==> src/rtl/rssb_pkg.sv <==
// Shared types and mux encodings for the RSSB multi-cycle controller and datapath.
package rssb_pkg;

  typedef enum logic [2:0] {
    IDLE,
    FETCH,
    READ,
    WRITE,
    PCUPD,
    ERROR
  } ctrl_state_t;

  localparam logic SEL_MEM_PC  = 1'b0;
  localparam logic SEL_MEM_OP1 = 1'b1;

  localparam logic SEL_PC_INC1 = 1'b0;
  localparam logic SEL_PC_INC2 = 1'b1;

endpackage

==> src/rtl/rssb_wait_timer.sv <==
// Counts consecutive memory wait cycles and flags the cycle whose wait would reach MAX_WAIT.
module rssb_wait_timer #(
  parameter int unsigned MAX_WAIT = 15
) (
  input  logic clk,
  input  logic rst,
  input  logic clr,
  input  logic req,
  input  logic ready,
  output logic timeout
);

  localparam int unsigned WAIT_W = $clog2(MAX_WAIT + 1);

  logic [WAIT_W-1:0] r_cnt;
  logic              w_waiting;

  assign w_waiting = req & ~ready;
  // A ready in the final allowed cycle masks the timeout.
  assign timeout   = w_waiting & (r_cnt == WAIT_W'(MAX_WAIT - 1));

  always_ff @(posedge clk or posedge rst) begin
    if (rst) begin
      r_cnt <= '0;
    end else if (clr) begin
      r_cnt <= '0;
    end else if (w_waiting) begin
      r_cnt <= r_cnt + WAIT_W'(1);
    end
  end

endmodule

==> src/rtl/rssb_mc_control.sv <==
// Multi-cycle control FSM for the RSSB datapath (acc = mem[a] - acc; mem[a] = acc; skip on borrow).
// Define RSSB_PERF_CNT_EN to build the retired-instruction counter; otherwise instr_count is 0.
module rssb_mc_control
  import rssb_pkg::*;
#(
  parameter int unsigned CNT_W    = 16,
  parameter int unsigned MAX_WAIT = 15
) (
  input  logic             clk,
  input  logic             rst,
  input  logic             start,
  input  logic             halt_req,
  input  logic             mem_ready,
  input  logic             neg,
  output logic             mem_req,
  output logic             sel_mem,
  output logic             sel_pc,
  output logic             write_op1,
  output logic             write_acc,
  output logic             write_mem,
  output logic             write_pc,
  output logic             busy,
  output logic             error,
  output logic [CNT_W-1:0] instr_count
);

  ctrl_state_t r_state;
  ctrl_state_t w_next;
  logic        r_neg_q;
  logic        r_error;
  logic        w_timeout;
  logic        w_clr;

  assign mem_req = (r_state == FETCH) || (r_state == READ) || (r_state == WRITE);
  assign busy    = (r_state != IDLE) && (r_state != ERROR);
  assign error   = r_error;
  assign w_clr   = (w_next != r_state);

  rssb_wait_timer #(
    .MAX_WAIT (MAX_WAIT)
  ) u_wait_timer (
    .clk     (clk),
    .rst     (rst),
    .clr     (w_clr),
    .req     (mem_req),
    .ready   (mem_ready),
    .timeout (w_timeout)
  );

  always_ff @(posedge clk or posedge rst) begin
    if (rst) begin
      r_state <= IDLE;
      r_neg_q <= 1'b0;
      r_error <= 1'b0;
    end else begin
      r_state <= w_next;
      if ((r_state == READ) && mem_ready) begin
        r_neg_q <= neg;
      end
      if (w_timeout) begin
        r_error <= 1'b1;
      end
    end
  end

  // Next state and ready-gated datapath strobes.
  always_comb begin
    w_next    = r_state;
    sel_mem   = SEL_MEM_PC;
    sel_pc    = SEL_PC_INC1;
    write_op1 = 1'b0;
    write_acc = 1'b0;
    write_mem = 1'b0;
    write_pc  = 1'b0;
    case (r_state)
      IDLE: begin
        if (start) begin
          w_next = FETCH;
        end
      end
      FETCH: begin
        sel_mem = SEL_MEM_PC;
        if (mem_ready) begin
          write_op1 = 1'b1;
          w_next    = READ;
        end else if (w_timeout) begin
          w_next = ERROR;
        end
      end
      READ: begin
        sel_mem = SEL_MEM_OP1;
        if (mem_ready) begin
          write_acc = 1'b1;
          w_next    = WRITE;
        end else if (w_timeout) begin
          w_next = ERROR;
        end
      end
      WRITE: begin
        sel_mem = SEL_MEM_OP1;
        if (mem_ready) begin
          write_mem = 1'b1;
          w_next    = PCUPD;
        end else if (w_timeout) begin
          w_next = ERROR;
        end else begin
          write_mem = 1'b1;
        end
      end
      PCUPD: begin
        write_pc = 1'b1;
        sel_pc   = r_neg_q ? SEL_PC_INC2 : SEL_PC_INC1;
        w_next   = halt_req ? IDLE : FETCH;
      end
      ERROR: begin
        w_next = ERROR;
      end
      default: begin
        w_next = IDLE;
      end
    endcase
  end

`ifdef RSSB_PERF_CNT_EN
  logic [CNT_W-1:0] r_instr_count;

  // One retirement per PCUPD cycle, wrapping naturally.
  always_ff @(posedge clk or posedge rst) begin
    if (rst) begin
      r_instr_count <= '0;
    end else if (r_state == PCUPD) begin
      r_instr_count <= r_instr_count + CNT_W'(1);
    end
  end

  assign instr_count = r_instr_count;
`else
  assign instr_count = '0;
`endif

endmodule

==> config.mk <==
export PLATFORM = sky130hd
export DESIGN_NAME = rssb_mc_control
export DESIGN_NICKNAME = d
export VERILOG_FILES = /design/src/rtl/rssb_pkg.sv /design/src/rtl/rssb_wait_timer.sv /design/src/rtl/rssb_mc_control.sv
export SDC_FILE = /design/constraint.sdc
export NUM_CORES = 1
export LEC_CHECK = 0
export BUFFER_PORTS_ARGS = -buffer_cell sky130_fd_sc_hd__buf_2
export CELL_PAD_IN_SITES_DETAIL_PLACEMENT = 2
export CELL_PAD_IN_SITES_GLOBAL_PLACEMENT = 2
export CORE_UTILIZATION = 27
export CTS_BUF_LIST = sky130_fd_sc_hd__clkbuf_2 sky130_fd_sc_hd__clkbuf_4 sky130_fd_sc_hd__clkbuf_8
export DETAILED_ROUTE_END_ITERATION = 8
export GPL_ROUTABILITY_DRIVEN = 0
export PLACE_DENSITY_LB_ADDON = 0.1
export SLEW_MARGIN = 20
export SYNTH_ARGS = -nofsm -noshare
export SYNTH_HDL_FRONTEND = slang
export SYNTH_SLANG_ARGS = --single-unit
==> constraint.sdc <==
create_clock -name clk -period 1.9 [get_ports clk]
set_input_delay 0.285 -clock clk [delete_from_list [all_inputs] [get_ports clk]]
set_output_delay 0.285 -clock clk [all_outputs]
set_load 0.01 [all_outputs]
==> results <==
- The flow ran to the end, and the final reports show no timing, DRC or antenna violations.
- The simple-gate share of the synthesized area is 17.29%.
- The max-slew violation count was 0.
- The length of the first detailed-routing pass in iterations is 3.
- The die is 54.02 µm wide.
- Relative to the synthesized area, the layout overhead comes to 13.53%.
- On the final layout, the worst clock skew is 0.0006523 ns.
- Setup slack closes at 0.1145 ns.
- The endpoint of the worst hold-timing path is r_neg_q.
- The number of antenna repair diodes is 0.
- The start of the worst register-to-register path is r_state[2].
- Dividing the synthesized area by the synthesized cell count gives 8.804 µm².
- In this run, distinct cell masters in the synthesized netlist total 32.
- The worst register-to-register path has a depth of 3.
- The main combinational cell family by area after synthesis is compound AO/OA/AOI/OAI gates.
- The detailed-route vias per instance is 4.620.
- The Yosys step of the flow raised 0 warnings.
- In this run the vertical extent of the chip is 54.02 µm.
- The initial core utilization is 28.97%.
- Final hold analysis gives a worst-case slack of 0.2484 ns.
- The critical path in this run is classified as reg -> out.
- The final count of negative-setup-slack endpoints is 0.
- The endpoint identified for the worst register-to-register timing path is u_wait_timer.r_cnt[3].
- In this run the worst path has a maximum fanout of 6.
- The residual antenna-violating net count after detailed routing is 0.
- Cells with a size suffix above 1 make up 26.26% of the layout.
- Clock tree synthesis found a total of 9 sinks.
- Input and output buffers added on the ports amount to 14.
- The clock transition time at the flip-flop clock pins of the worst setup and hold paths is 0.07 ns.
- Setup repair after global routing left no endpoint under its margin.
- The cell sitting at the root of the clock tree is a sky130_fd_sc_hd__clkbuf_4.
- STA classifies the critical path startpoint as a flip-flop.
- The multi-input gate area in the final layout is 411.6 µm².
- OpenSTA, run right after detailed placement, puts the worst setup slack at 0.2552 ns.
- Counting I/O delays and the setup requirement, the final critical path takes 1.785 ns.
- The highest clock rate is 0.5601 GHz.
- TritonCTS built the clock tree.
- The number of fill cells is 309.
- The I/O pin count is 31.
- The setup slack of the worst register-to-register path is 0.29 ns.
- The placeable core area is 2522 µm².
- Across the run, the number of max-cap violations was 0.
- After detailed routing, the average wire length per cell comes to 13.74 µm.
- The compound-cell area share of the yosys netlist is 23.80%.
- The synthesized design contains 9 register bits.
- The vias after detailed routing is 596.
- The detailed placement HPWL is 1282 µm.
- Summed over all layers, the global routing overflow is 0.
- The peak supply drop is 0.5160 mV.
- The initial antenna violation count came to 0.
- The floorplan row count is 18.
- The via count of the first global-routing pass is 540.
- The synthesized instance count is 83.
- For this run, the share of the core covered by cells in the final layout is 32.89%.
- The class of the worst hold path is in -> reg.
- Registers take 225.2 µm².
- In this run the number of H-tree levels came out at 1.
- The wire length reported by the detailed router is 1773 µm.
- In the final design database the tool counted 108 nets.
- The mux cell area share after synthesis is 1.541%.
- The insertion delay to the later sink of the worst-skew pair is 0.27 ns.
- The detailed router finished its first iteration with 3 violations.
- The power per standard cell area is 1303 nW/µm².
- Of the total synthesized cell area, the portion taken by XOR and XNOR cells is 0%.
- After synthesis, flip-flops and latches occupy 30.82% of the total area.
- The detailed-route DRC error count is 0.
- The netlist area before placement is 730.7 µm².
- The total CTS buffers is 3.
- The worst setup path is captured at an output port.
- The startpoint identified for the worst hold timing path is neg.
- Entering global routing, the biggest net connects 20 pins.
- The data required time of the worst path is 1.62 ns.
- The post-layout total power is 1.081 mW.
- The critical path arrival is 1.50 ns.
- Global routing consumed, over all layers together, 14.01% of the routing resources.
- The die area is 2918 µm².
- The clock passes through at most 2 buffers.
- The leakage power summed over all cells is 0.3993 nW.
- After routing, the total negative slack on setup checks comes to 0 ns.
- The final hold violation count is 0.
- The post-synthesis adder-cell area fraction is 3.425%.
- The first global-routing pass estimated 2815 µm of wire.
- The worst hold path passes through 2 cells.
- The final cycle utilization of the critical path is 93.97%.
==> kinds of logic (layout without fill, tap and decap cells) <==
family | Yosys count | after routing
compound gates | 23 | 23
fa+ha+maj | 2 | 2
buf+inv | 27 | 28
flops | 9 | 9
mux | 1 | 1
other cells | 1 | 16
simple gates | 20 | 20
==> worst max-delay path by stage <==
stage                     slack [ns]                   from  cells after the start   endpoint
after floorplan                 0.47             r_state[1]                      4    r_neg_q
after global routing            0.02  u_wait_timer.r_cnt[0]                      5  write_mem
final                           0.11  u_wait_timer.r_cnt[0]                      5  write_mem
after detailed placement        0.26  u_wait_timer.r_cnt[0]                      5  write_mem
after global placement          0.29  u_wait_timer.r_cnt[0]                      5  write_mem
after CTS                       0.03  u_wait_timer.r_cnt[0]                      5  write_mem
==> layer usage <==
layer / up-vias / share of wire [%] / track usage (%)
li1: 295 / - / -
met1: 286 / 49 / 18.56
met2: 11 / 47 / 21.19
met3: 4 / 2.8 / 2.542
met4: 0 / 1.6 / 7.692
met5: - / 0 / 0
==> critical path, cell delays in order, from the launching register on <==
cell and delay, ns:
sky130_fd_sc_hd__dfrtp_1 0.40, sky130_fd_sc_hd__inv_1 0.07, sky130_fd_sc_hd__ha_2 0.20, sky130_fd_sc_hd__nand3_4 0.10, sky130_fd_sc_hd__o311a_1 0.32, sky130_fd_sc_hd__buf_2 0.15
==> area by class of cell <==
cell class                 count  share of cell area, %
clock buffer                   4                  3.620
timing repair buffer          18                  12.37
multi-input combinational     62                  49.62
inverter                       6                  2.715
sequential                     9                  27.15
tap                           30                  4.525
==> cell usage in the layout (no fill, tap or decap), drive strengths merged <==
| master | synthesis | final |
|---|---|---|
| a21oi | 3 | 3 |
| a22oi | 3 | 3 |
| a311oi | 1 | 1 |
| a32o | 1 | 1 |
| and2 | 2 | 2 |
| and3 | 1 | 1 |
| buf | 20 | 17 |
| clkbuf | 1 | 4 |
| conb | 1 | 16 |
| dfrtp | 9 | 9 |
| dlygate4sd3 | 0 | 1 |
| ha | 2 | 2 |
| inv | 6 | 6 |
| mux2 | 1 | 1 |
| nand2 | 1 | 1 |
| nand3 | 3 | 3 |
| nand3b | 2 | 2 |
| nor2 | 5 | 5 |
| nor3 | 1 | 1 |
| nor4 | 1 | 1 |
| nor4b | 1 | 1 |
| o211ai | 1 | 1 |
| o21ai | 6 | 6 |
| o21bai | 2 | 2 |
| o2bb2a | 1 | 1 |
| o311a | 2 | 2 |
| o31a | 1 | 1 |
| o31ai | 2 | 2 |
| or3 | 2 | 2 |
| or4 | 1 | 1 |
==> through the flow <==
step	instance area, µm²	std cells
6_report	829.5	129
3_5_place_dp	767.0	123
5_1_grt	829.5	129
3_3_place_gp	767.0	123
4_1_cts	812.0	128
2_1_floorplan	787.0	98
==> power breakdown <==
group / internal (mW) / switching, mW / total, mW
Sequential: 0.244 / 0.110 / 0.354
Clock: 0.0955 / 0.0776 / 0.173
Combinational: 0.245 / 0.309 / 0.554
Total: 0.584 / 0.497 / 1.08
==> state kept, by name (all words and copies together) (netlist names) <==
signal / cells
u_wait_timer.r_cnt: 4
r_state: 3
error: 1
r_neg_q: 1
==> cells in the mapped netlist (all sizes together) <==
master,number,share of area (%)
nand3b,2,2.1
nor3,1,0.68
nand3,3,2.1
a22oi,3,3.1
nand2,1,0.51
dfrtp,9,31
a21oi,3,2.1
o311a,2,2.7
nor2,5,2.6
nor4,1,0.86
nor4b,1,3.3
and3,1,0.86
and2,2,1.7
or4,1,1.0
o21bai,2,3.6
ha,2,3.4
a32o,1,1.4
o211ai,1,1.0
o31ai,2,2.1
conb,1,0.51
o2bb2a,1,1.4
o31a,1,1.2
inv,6,3.1
clkbuf,1,0.51
buf,20,19
or3,2,1.7
mux2,1,1.5
o21ai,6,4.1
a311oi,1,1.2
==> what timing repair did <==
item	in CTS	in global routing
buffers inserted	0	1
endpoints found under the setup margin	1	1
endpoints found under the hold margin	9	0
gates cloned	0	0
gates resized for setup	1	2
hold buffers	1	0
Power figures use the tool's default switching activity.
